File: src/rtl/cpu5_mc_ctrl_pkg.sv
// Shared encodings for the cpu5 multicycle controller: states, opcodes, ALU codes,
// immediate formats and datapath mux selects.
`ifndef CPU5_MC_CTRL_DEFS
`define CPU5_MC_CTRL_DEFS
`define CPU5_ALU_CONTROL_SIZE 4
`define CPU5_IMMTYPE_SIZE 2
`define CPU5_IMMTYPE_I 2'd0
`define CPU5_IMMTYPE_S 2'd1
`define CPU5_IMMTYPE_B 2'd2
`define CPU5_IMMTYPE_J 2'd3
`endif

package cpu5_mc_ctrl_pkg;

  typedef enum logic [3:0] {
    S_IDLE   = 4'd0,
    S_FETCH  = 4'd1,
    S_DECODE = 4'd2,
    S_MEMADR = 4'd3,
    S_MEMRD  = 4'd4,
    S_MEMWB  = 4'd5,
    S_MEMWR  = 4'd6,
    S_EXECR  = 4'd7,
    S_EXECI  = 4'd8,
    S_ALUWB  = 4'd9,
    S_BRANCH = 4'd10,
    S_JAL    = 4'd11,
    S_JALPC  = 4'd12,
    S_HALT   = 4'd13
  } state_t;

  localparam logic [6:0] OP_LOAD   = 7'b0000011;
  localparam logic [6:0] OP_STORE  = 7'b0100011;
  localparam logic [6:0] OP_RTYPE  = 7'b0110011;
  localparam logic [6:0] OP_ITYPE  = 7'b0010011;
  localparam logic [6:0] OP_BRANCH = 7'b1100011;
  localparam logic [6:0] OP_JAL    = 7'b1101111;

  localparam logic [`CPU5_ALU_CONTROL_SIZE-1:0] ALU_ADD  = 4'd0;
  localparam logic [`CPU5_ALU_CONTROL_SIZE-1:0] ALU_SUB  = 4'd1;
  localparam logic [`CPU5_ALU_CONTROL_SIZE-1:0] ALU_AND  = 4'd2;
  localparam logic [`CPU5_ALU_CONTROL_SIZE-1:0] ALU_OR   = 4'd3;
  localparam logic [`CPU5_ALU_CONTROL_SIZE-1:0] ALU_XOR  = 4'd4;
  localparam logic [`CPU5_ALU_CONTROL_SIZE-1:0] ALU_SLT  = 4'd5;
  localparam logic [`CPU5_ALU_CONTROL_SIZE-1:0] ALU_SLTU = 4'd6;
  localparam logic [`CPU5_ALU_CONTROL_SIZE-1:0] ALU_SLL  = 4'd7;
  localparam logic [`CPU5_ALU_CONTROL_SIZE-1:0] ALU_SRL  = 4'd8;
  localparam logic [`CPU5_ALU_CONTROL_SIZE-1:0] ALU_SRA  = 4'd9;

  localparam logic [`CPU5_IMMTYPE_SIZE-1:0] IMM_I = `CPU5_IMMTYPE_I;
  localparam logic [`CPU5_IMMTYPE_SIZE-1:0] IMM_S = `CPU5_IMMTYPE_S;
  localparam logic [`CPU5_IMMTYPE_SIZE-1:0] IMM_B = `CPU5_IMMTYPE_B;
  localparam logic [`CPU5_IMMTYPE_SIZE-1:0] IMM_J = `CPU5_IMMTYPE_J;

  localparam logic [1:0] RES_ALUOUT = 2'b00;
  localparam logic [1:0] RES_RDATA  = 2'b01;
  localparam logic [1:0] RES_ALU    = 2'b10;

  localparam logic [1:0] SRCA_PC    = 2'b00;
  localparam logic [1:0] SRCA_OLDPC = 2'b01;
  localparam logic [1:0] SRCA_RS1   = 2'b10;

  localparam logic [1:0] SRCB_RS2  = 2'b00;
  localparam logic [1:0] SRCB_IMM  = 2'b01;
  localparam logic [1:0] SRCB_FOUR = 2'b10;

  // States whose exit back to FETCH completes an instruction.
  function automatic logic is_retire_state(input state_t s);
    return (s == S_MEMWB) || (s == S_MEMWR) || (s == S_ALUWB) ||
           (s == S_BRANCH) || (s == S_JALPC);
  endfunction

endpackage

File: src/rtl/cpu5_aludec.sv
// ALU control decode for the cpu5 multicycle controller: maps the current state
// and funct3/funct7[5] to the ALU operation.
module cpu5_aludec
  import cpu5_mc_ctrl_pkg::*;
(
  input  logic [3:0]                        state,
  input  logic [2:0]                        funct3,
  input  logic                              funct7b5,
  output logic [`CPU5_ALU_CONTROL_SIZE-1:0] alucontrol
);

  logic is_execr;
  logic is_exec;

  assign is_execr = (state == S_EXECR);
  assign is_exec  = is_execr || (state == S_EXECI);

  always_comb begin
    alucontrol = ALU_ADD;
    if (state == S_BRANCH) begin
      alucontrol = ALU_SUB;
    end else if (is_exec) begin
      case (funct3)
        // funct7[5] selects SUB only for register ops; addi reuses that bit as imm[10].
        3'b000:  alucontrol = (is_execr && funct7b5) ? ALU_SUB : ALU_ADD;
        3'b001:  alucontrol = ALU_SLL;
        3'b010:  alucontrol = ALU_SLT;
        3'b011:  alucontrol = ALU_SLTU;
        3'b100:  alucontrol = ALU_XOR;
        3'b101:  alucontrol = funct7b5 ? ALU_SRA : ALU_SRL;
        3'b110:  alucontrol = ALU_OR;
        3'b111:  alucontrol = ALU_AND;
        default: alucontrol = ALU_ADD;
      endcase
    end
  end

endmodule

File: src/rtl/cpu5_mc_ctrl.sv
// Multicycle FETCH/DECODE/EXEC/MEM/WB sequencer for the cpu5 RV32 datapath with a
// shared req/ack memory port and ack watchdog. Optional counters: CPU5_MC_PERFCNT_EN.
module cpu5_mc_ctrl
  import cpu5_mc_ctrl_pkg::*;
#(
  parameter int ACK_TIMEOUT = 255
) (
  input  logic                              clk,
  input  logic                              reset,
  input  logic [31:0]                       instr,
  input  logic                              zero,
  input  logic                              mem_ack,
  output logic                              mem_req,
  output logic                              mem_we,
  output logic                              adrsrc,
  output logic                              irwrite,
  output logic                              pcen,
  output logic                              regwrite,
  output logic [1:0]                        resultsrc,
  output logic [1:0]                        alusrca,
  output logic [1:0]                        alusrcb,
  output logic [`CPU5_ALU_CONTROL_SIZE-1:0] alucontrol,
  output logic [`CPU5_IMMTYPE_SIZE-1:0]     immtype,
  output logic                              illegal,
  output logic                              bus_err
`ifdef CPU5_MC_PERFCNT_EN
  ,
  output logic [31:0]                       cycle_cnt,
  output logic [31:0]                       instret_cnt
`endif
);

  localparam int WD_W = (ACK_TIMEOUT > 0) ? $clog2(ACK_TIMEOUT + 1) : 1;
  localparam logic [WD_W-1:0] WD_MAX = '1;

  state_t          state;
  state_t          state_nx;
  logic [WD_W-1:0] wd_cnt;
  logic            wd_hit;
  logic            set_illegal;
  logic            set_bus_err;
  logic [6:0]      opcode;
  logic [2:0]      funct3;
  logic            funct7b5;
  logic            unused_instr;

  assign opcode       = instr[6:0];
  assign funct3       = instr[14:12];
  assign funct7b5     = instr[30];
  assign unused_instr = &{1'b0, instr[31], instr[29:15], instr[11:7]};

  // Expires on the request cycle whose un-acked increment would reach ACK_TIMEOUT.
  assign wd_hit = (ACK_TIMEOUT != 0) && (int'(wd_cnt) == ACK_TIMEOUT - 1);

  cpu5_aludec u_aludec (
    .state      (state),
    .funct3     (funct3),
    .funct7b5   (funct7b5),
    .alucontrol (alucontrol)
  );

  always_ff @(posedge clk or negedge reset) begin
    if (!reset) begin
      state   <= S_IDLE;
      wd_cnt  <= '0;
      illegal <= 1'b0;
      bus_err <= 1'b0;
    end else begin
      state <= state_nx;
      if (state_nx != state) begin
        wd_cnt <= '0;
      end else if (mem_req && !mem_ack && (wd_cnt != WD_MAX)) begin
        wd_cnt <= wd_cnt + 1'b1;
      end
      if (set_illegal) illegal <= 1'b1;
      if (set_bus_err) bus_err <= 1'b1;
    end
  end

  always_comb begin
    state_nx    = state;
    mem_req     = 1'b0;
    mem_we      = 1'b0;
    adrsrc      = 1'b0;
    irwrite     = 1'b0;
    pcen        = 1'b0;
    regwrite    = 1'b0;
    resultsrc   = RES_ALUOUT;
    alusrca     = SRCA_PC;
    alusrcb     = SRCB_RS2;
    immtype     = IMM_I;
    set_illegal = 1'b0;
    set_bus_err = 1'b0;

    case (state)
      S_IDLE: state_nx = S_FETCH;

      S_FETCH: begin
        mem_req   = 1'b1;
        alusrca   = SRCA_PC;
        alusrcb   = SRCB_FOUR;
        resultsrc = RES_ALU;
        // IR and pc only move on the ack cycle, so wait states never skip an instruction.
        if (mem_ack) begin
          irwrite  = 1'b1;
          pcen     = 1'b1;
          state_nx = S_DECODE;
        end
      end

      S_DECODE: begin
        alusrca = SRCA_OLDPC;
        alusrcb = SRCB_IMM;
        immtype = (opcode == OP_JAL) ? IMM_J : IMM_B;
        case (opcode)
          OP_LOAD, OP_STORE: state_nx = S_MEMADR;
          OP_RTYPE:          state_nx = S_EXECR;
          OP_ITYPE:          state_nx = S_EXECI;
          OP_BRANCH:         state_nx = S_BRANCH;
          OP_JAL:            state_nx = S_JAL;
          default: begin
            state_nx    = S_HALT;
            set_illegal = 1'b1;
          end
        endcase
      end

      S_MEMADR: begin
        alusrca  = SRCA_RS1;
        alusrcb  = SRCB_IMM;
        immtype  = (opcode == OP_LOAD) ? IMM_I : IMM_S;
        state_nx = (opcode == OP_LOAD) ? S_MEMRD : S_MEMWR;
      end

      S_MEMRD: begin
        mem_req = 1'b1;
        adrsrc  = 1'b1;
        if (mem_ack) state_nx = S_MEMWB;
      end

      S_MEMWB: begin
        resultsrc = RES_RDATA;
        regwrite  = 1'b1;
        state_nx  = S_FETCH;
      end

      S_MEMWR: begin
        mem_req = 1'b1;
        mem_we  = 1'b1;
        adrsrc  = 1'b1;
        if (mem_ack) state_nx = S_FETCH;
      end

      S_EXECR: begin
        alusrca  = SRCA_RS1;
        alusrcb  = SRCB_RS2;
        state_nx = S_ALUWB;
      end

      S_EXECI: begin
        alusrca  = SRCA_RS1;
        alusrcb  = SRCB_IMM;
        immtype  = IMM_I;
        state_nx = S_ALUWB;
      end

      S_ALUWB: begin
        resultsrc = RES_ALUOUT;
        regwrite  = 1'b1;
        state_nx  = S_FETCH;
      end

      S_BRANCH: begin
        alusrca   = SRCA_RS1;
        alusrcb   = SRCB_RS2;
        resultsrc = RES_ALUOUT;
        state_nx  = S_FETCH;
        case (funct3)
          3'b000:  pcen = zero;
          3'b001:  pcen = ~zero;
          default: begin
            state_nx    = S_HALT;
            set_illegal = 1'b1;
          end
        endcase
      end

      S_JAL: begin
        alusrca   = SRCA_OLDPC;
        alusrcb   = SRCB_FOUR;
        resultsrc = RES_ALU;
        regwrite  = 1'b1;
        state_nx  = S_JALPC;
      end

      // aluout was overwritten with oldpc+4 in JAL, so the jump target is rebuilt live.
      S_JALPC: begin
        alusrca   = SRCA_OLDPC;
        alusrcb   = SRCB_IMM;
        immtype   = IMM_J;
        resultsrc = RES_ALU;
        pcen      = 1'b1;
        state_nx  = S_FETCH;
      end

      S_HALT: state_nx = S_HALT;

      default: state_nx = S_IDLE;
    endcase

    if (mem_req && !mem_ack && wd_hit) begin
      state_nx    = S_HALT;
      set_bus_err = 1'b1;
    end
  end

`ifdef CPU5_MC_PERFCNT_EN
  always_ff @(posedge clk or negedge reset) begin
    if (!reset) begin
      cycle_cnt   <= '0;
      instret_cnt <= '0;
    end else begin
      if ((state != S_IDLE) && (state != S_HALT)) cycle_cnt <= cycle_cnt + 32'd1;
      if ((state_nx == S_FETCH) && is_retire_state(state)) instret_cnt <= instret_cnt + 32'd1;
    end
  end
`endif

endmodule

File: config.mk
export PLATFORM = sky130hd
export DESIGN_NAME = cpu5_mc_ctrl
export DESIGN_NICKNAME = d
export VERILOG_FILES = /design/src/rtl/cpu5_mc_ctrl_pkg.sv /design/src/rtl/cpu5_aludec.sv /design/src/rtl/cpu5_mc_ctrl.sv
export SDC_FILE = /design/constraint.sdc
export NUM_CORES = 1
export LEC_CHECK = 0
export ABC_AREA = 1
export BUFFER_PORTS_ARGS = -buffer_cell sky130_fd_sc_hd__buf_2
export CORE_MARGIN = 8
export CORE_UTILIZATION = 35
export CTS_CLUSTER_DIAMETER = 120
export CTS_CLUSTER_SIZE = 12
export DETAILED_ROUTE_END_ITERATION = 12
export SLEW_MARGIN = 0
export SYNTH_ARGS = -nofsm -noshare
export SYNTH_HDL_FRONTEND = slang
export SYNTH_SLANG_ARGS = --single-unit
export TNS_END_PERCENT = 1
File: constraint.sdc
create_clock -name clk -period 2.17 [get_ports clk]
set_clock_uncertainty 0.05 [all_clocks]
set_input_delay 0.434 -clock clk [delete_from_list [all_inputs] [get_ports clk]]
set_output_delay 0.434 -clock clk [all_outputs]
set_load 0.005 [all_outputs]
# Yosys cells after proc, flatten, opt, wreduce, memory -nomap -nowiden
# Cells that the tools add are included.
# classes
add_sub_neg	1
n_mul	0
div	0
n_lt_le_gt_ge	0
eq_ne	29
n_shift	0
mux	33
n_bitwise	1
reduce_logical	22
# ops
cell	n
one-hot mux 4 bit (10 select lines)	1
one-hot mux 4 bit (8 select lines)	1
2-to-1 mux 4 bit	7
equality test 4 bit, second input constant	6
one-hot mux 4 bit (5 select lines)	1
equality test 4 x 3 -> 1 bit, second input constant	4
2-to-1 mux 8 bit	2
equality test 7 x 6 -> 1 bit, second input constant	2
equality test 7 bit, second input constant	2
2-to-1 mux 1 bit	13
equality test 3 bit, second input constant	4
one-hot mux 2 bit (2 select lines)	3
OR reduction 3 bit	4
OR reduction 4 bit	3
OR reduction 2 bit	5
adder 8 x 1 -> 8 bit, second input constant	1
equality test 4 x 2 -> 1 bit, second input constant	2
equality test 8 x 2 -> 1 bit, second input constant	1
inequality test 8 bit, second input constant	1
equality test 7 x 2 -> 1 bit, second input constant	1
equality test 7 x 5 -> 1 bit, second input constant	1
equality test 3 x 2 -> 1 bit, second input constant	2
one-hot mux 2 bit (3 select lines)	1
OR reduction 6 bit	1
13 further kinds	17
# totals
register_bits	14
latch_bits	0
mem_bits_rw	0
mem_bits_ro	0
input_bits	36
out_inout_bits	20
wordCells	90
n_memories	0

# Depth between registers and ports, before layout
# logic_depth
ltp_word	8
ltp_mapped	11
ltp_nobuf	11

# Modules after synthesis
# A second synthesis with hierarchy kept.
# unflattened
hier_cells	218
area_unflattened_um2	1408.9
# modules_own_cells
module	n_inst	cells_per_inst	area_each_um2	seq_area_each_um2
cpu5_mc_ctrl	1	187	1270.0	350.3
cpu5_aludec	1	31	138.9	0.0

# Least setup slack after synthesis
# No wires, ideal clock.
# synth_path
kind	flip-flop to output port
startpoint	register state[2]
endpoint	output alucontrol[0]
arrival_ps	1250
required_ps	1686
slack_ps	436
stages_incl_launch_ff	7
path_buffers	0
path_cell_list	dfrtp_1 -> inv_2 -> nand2_2 -> nor2_2 -> nor2_8 -> a221o_1 -> nand2_1
# synth_between
elab_chain_cells	6
elab_cells_between_ends	9
classes_between	eq/ne (3); mux (4); reduce/logical (2)
# synth_rtl
element	line_no	rtl
start: declaration	cpu5_mc_ctrl.sv:36	state_t state;
start signal: assignment	cpu5_mc_ctrl.sv:69	state <= state_nx;
equality test 4 x 3 -> 1 bit	cpu5_aludec.sv:15	assign is_execr = (state == S_EXECR);
logical AND 1 bit	cpu5_aludec.sv:25	3'b000: alucontrol = (is_execr && funct7b5) ? ALU_SUB : ALU_ADD;
2-to-1 mux 1 bit	cpu5_aludec.sv:25	
one-hot mux 4 bit (8 select lines)	cpu5_aludec.sv:23	case (funct3)
2-to-1 mux 4 bit	cpu5_aludec.sv:22	end else if (is_exec) begin
2-to-1 mux 4 bit (*)	cpu5_aludec.sv:20	if (state == S_BRANCH) begin
end: declaration	cpu5_mc_ctrl.sv:22	output logic [`CPU5_ALU_CONTROL_SIZE-1:0] alucontrol,
# Mark *: on every way between the ends. The rest lies on a longest branch, timed or not.

# Worst setup path after layout
# Ends and elaborated chain as after synthesis.

==> results.yml <==
detailed_routing:
  route.detailed.drc: 0
  via_count: 1390
  drt_first_pass_iters: 4
  routed_via_density: 4.47
  postRouteAntennaNets: 0
  wire_per_inst_microns: 10.9
  drtIter0Drc: 72
  wirelength_microns: 3390
placement:
  post-place-cells: 306
  port-buffer-count: 34
  place_congestion: 0.850
  hpwl_microns: 2820
  placed_area_sq_um: 1700
cells_and_area:
  multi_input_area_sq_um: 972
  layout-drive-gt1-share_pct: 32.6
  syn_to_final_growth_pct: 20.9
  final_area_sq_um: 1780
  diodes: 0
  regArea_sq_um: 355
  layout.nets: 300
  final_cells: 311
  n_fill_cell: 445
clock_network:
  clock_latency_ns: 0.25
  cts-root-buf: "clkbuf_8"
  hold_buffers: 0
  cts_tree: "built"
  cts_buffers: 3
  cts_max_level: 1
  clkTransAtPathRegs_ns: 0.06
  cts.path.max_buffers: 2
  clock-sinks: 14
timing:
  period_share_pct: 96.5
  fin_crit_ns: 2.09
  slew_violations: 0
  fmax_ghz: 0.478
  setup_viol: 0
  worst_pin_slew_ns: 0.363
  hold_violations: 0
  hold_ws_ns: 0.0174
  rsz0062_at_grt: "yes"
  maxSlewHeadroom_pct: 75.7
synthesis:
  synth_top_area_share_pct: 23.8
  syn-num-nets: 260
  yosysTopAreaCell: "dfrtp_1"
  synth-seq-cells: 14
  netlist_top_cells_area: "dfrtp_1 24%, nand2_1 14%, inv_1 9.4%, nor2_1 8.7%, nor3_2 5.4%"
  yosys_warnings: 0
  seq_area_frac_synth_pct: 23.8
  syn-cell-area_sq_um: 1470
  netlist_instances: 222
  yosysUniqueCellTypes: 29
  syn_avg_cell_area_sq_um: 6.63
global_routing:
  antenna_found_initial: 0
  grt_usage_pct: 11.1
  grt_pass1_vias: 1365
  overflow: 0
  grt_pass1_wl_microns: 5960
  grt_max_degree: 15
worst_setup_path:
  end_kind: "primary output"
  cp_slowest_cell: "dfrtp_2"
  startpoint: "state[2]"
  r2r_start: "state[2]"
  cp.buffers_inverters: 2
  crit_chain: "inv_2 > nand2_2 > nor2_4 > nor2_8 > a221o_1 > nand2_1 > buf_2"
  arrival_ns: 1.61
  cp.required_ns: 1.69
  cp-start-kind: "flip-flop"
  path_class: "flip-flop to primary output"
  cp_max_fo: 7
  slowest_delay_ns: 0.47
  cpLargestDelayFamily: "flip-flops"
power:
  power.density_nw_per_um2: 994
  leakagePower_nw: 0.952
  vdd_drop_max_mv: 0.392
floorplanning:
  initial_core_util_pct: 36.5
  placementRows: 23
  io_pins: 56
  die-area_sq_um: 6540
  die_h_microns: 80.8
  die_w_microns: 80.8
  core_area_sq_um: 4030
run_status:
  status: "finished, final reports clean"
run:
  cap_viol_max_count: 0
hold_path:
  hold_class: "primary input to async pin"
flip-flops by register name, indices dropped and copies added, names as in the netlist:
register / flops
bus_err: 1
state: 4
illegal: 1
wd_cnt: 8
per-stage QoR:
step / total power, W / setup WS [ns] / TNS [ns] / util [%]
global route: 0.00195 / -0.0331 / -0.0331 / 44.2
detailed placement: 0.00150 / 0.235 / 0 / 42.3
global placement: 0.00150 / 0.230 / 0 / 42.3
floorplan: 0.00120 / 0.436 / 0 / -
CTS: 0.00177 / 0.0111 / 0 / 43.8
finish: 0.00177 / 0.0768 / 0 / 44.2
cells in the final DEF (no fill, tap or decap):
cell,Yosys,routed
a21oi_1,5,5
a21oi_2,1,1
a221o_1,1,1
buf_2,0,34
buf_4,0,1
clkbuf_8,0,4
dfrtp_1,14,10
dfrtp_2,0,4
ha_1,2,2
inv_1,37,37
inv_2,3,3
inv_4,1,1
nand2_1,54,54
nand2_2,7,7
nand2_4,1,1
nand3_1,15,15
nand3_2,4,4
nand3_4,3,3
nand3b_1,2,2
nand4_1,4,4
nand4_4,1,1
nor2_1,34,33
nor2_2,7,7
nor2_4,4,5
nor2_8,1,1
nor3_1,1,1
nor3_2,8,8
nor4_1,1,1
o211ai_1,1,1
o21ai_0,3,3
o22ai_1,1,1
xnor2_1,2,2
xor2_1,4,4
Yosys cell counts:
cell type	n
nor2_1	34
nor4_1	1
a21oi_2	1
nand4_4	1
nand3_4	3
dfrtp_1	14
nor3_1	1
o211ai_1	1
nand3_2	4
nand3_1	15
a21oi_1	5
nor2_4	4
inv_1	37
o22ai_1	1
o21ai_0	3
inv_4	1
nor2_8	1
xnor2_1	2
nor3_2	8
nor2_2	7
ha_1	2
nand4_1	4
nand2_1	54
nand2_2	7
nand3b_1	2
xor2_1	4
inv_2	3
a221o_1	1
nand2_4	1
logic make-up after synthesis:
logic type / after synthesis / share of synthesized area (%)
AOI/OAI and AO/OA: 12 / 4.93
adders and majority gates: 2 / 1.70
buffers and inverters: 41 / 10.6
DFF: 14 / 23.8
and+or+nand+nor: 147 / 55.4
xor gates and xnor gates: 6 / 3.57
timing repair:
action                                  CTS  global route
gates resized for setup                   2             4
endpoints found under the setup margin    2             4
setup buffers                             0             1
pin swaps                                 0             1
where the power goes:
part	internal, W	total (W)	leakage (nW)	switching, W
Sequential	0.000305	0.000374	0.175	0.0000694
Combinational	0.000397	0.00114	0.748	0.000743
Clock	0.000161	0.000254	0.0288	0.0000935
routing by layer:
layer / global-route usage (%) / share of wire (%) / routed length (microns) / up-vias
met5: 0 / 0 / 0 / -
met2: 16.7 / 43 / 1470 / 26
met4: 4.29 / 0.86 / 29 / 0
met1: 15.8 / 51 / 1740 / 586
li1: - / - / - / 775
met3: 0.993 / 4.5 / 152 / 3
path summary, 6_finish.rpt:
check,end,slack [ns],cells past startpoint
max in group asynchronous,state[2],1.80,1
max reg2reg,wd_cnt[5],0.32,10
min reg2reg,bus_err,0.41,2
min in group clk,bus_err,0.41,2
min,wd_cnt[0],0.02,1
max,alucontrol[0],0.08,7
final cells by class:
type	instances	share of cell area, %
Inverter	41	8.79
Clock buffer	4	3.09
Timing Repair Buffer	35	9.99
Multi-Input combinational cell	167	54.6
Tap cell	50	3.52
Sequential cell	14	20.0
No activity file was read; power rests on OpenSTA's default activity.
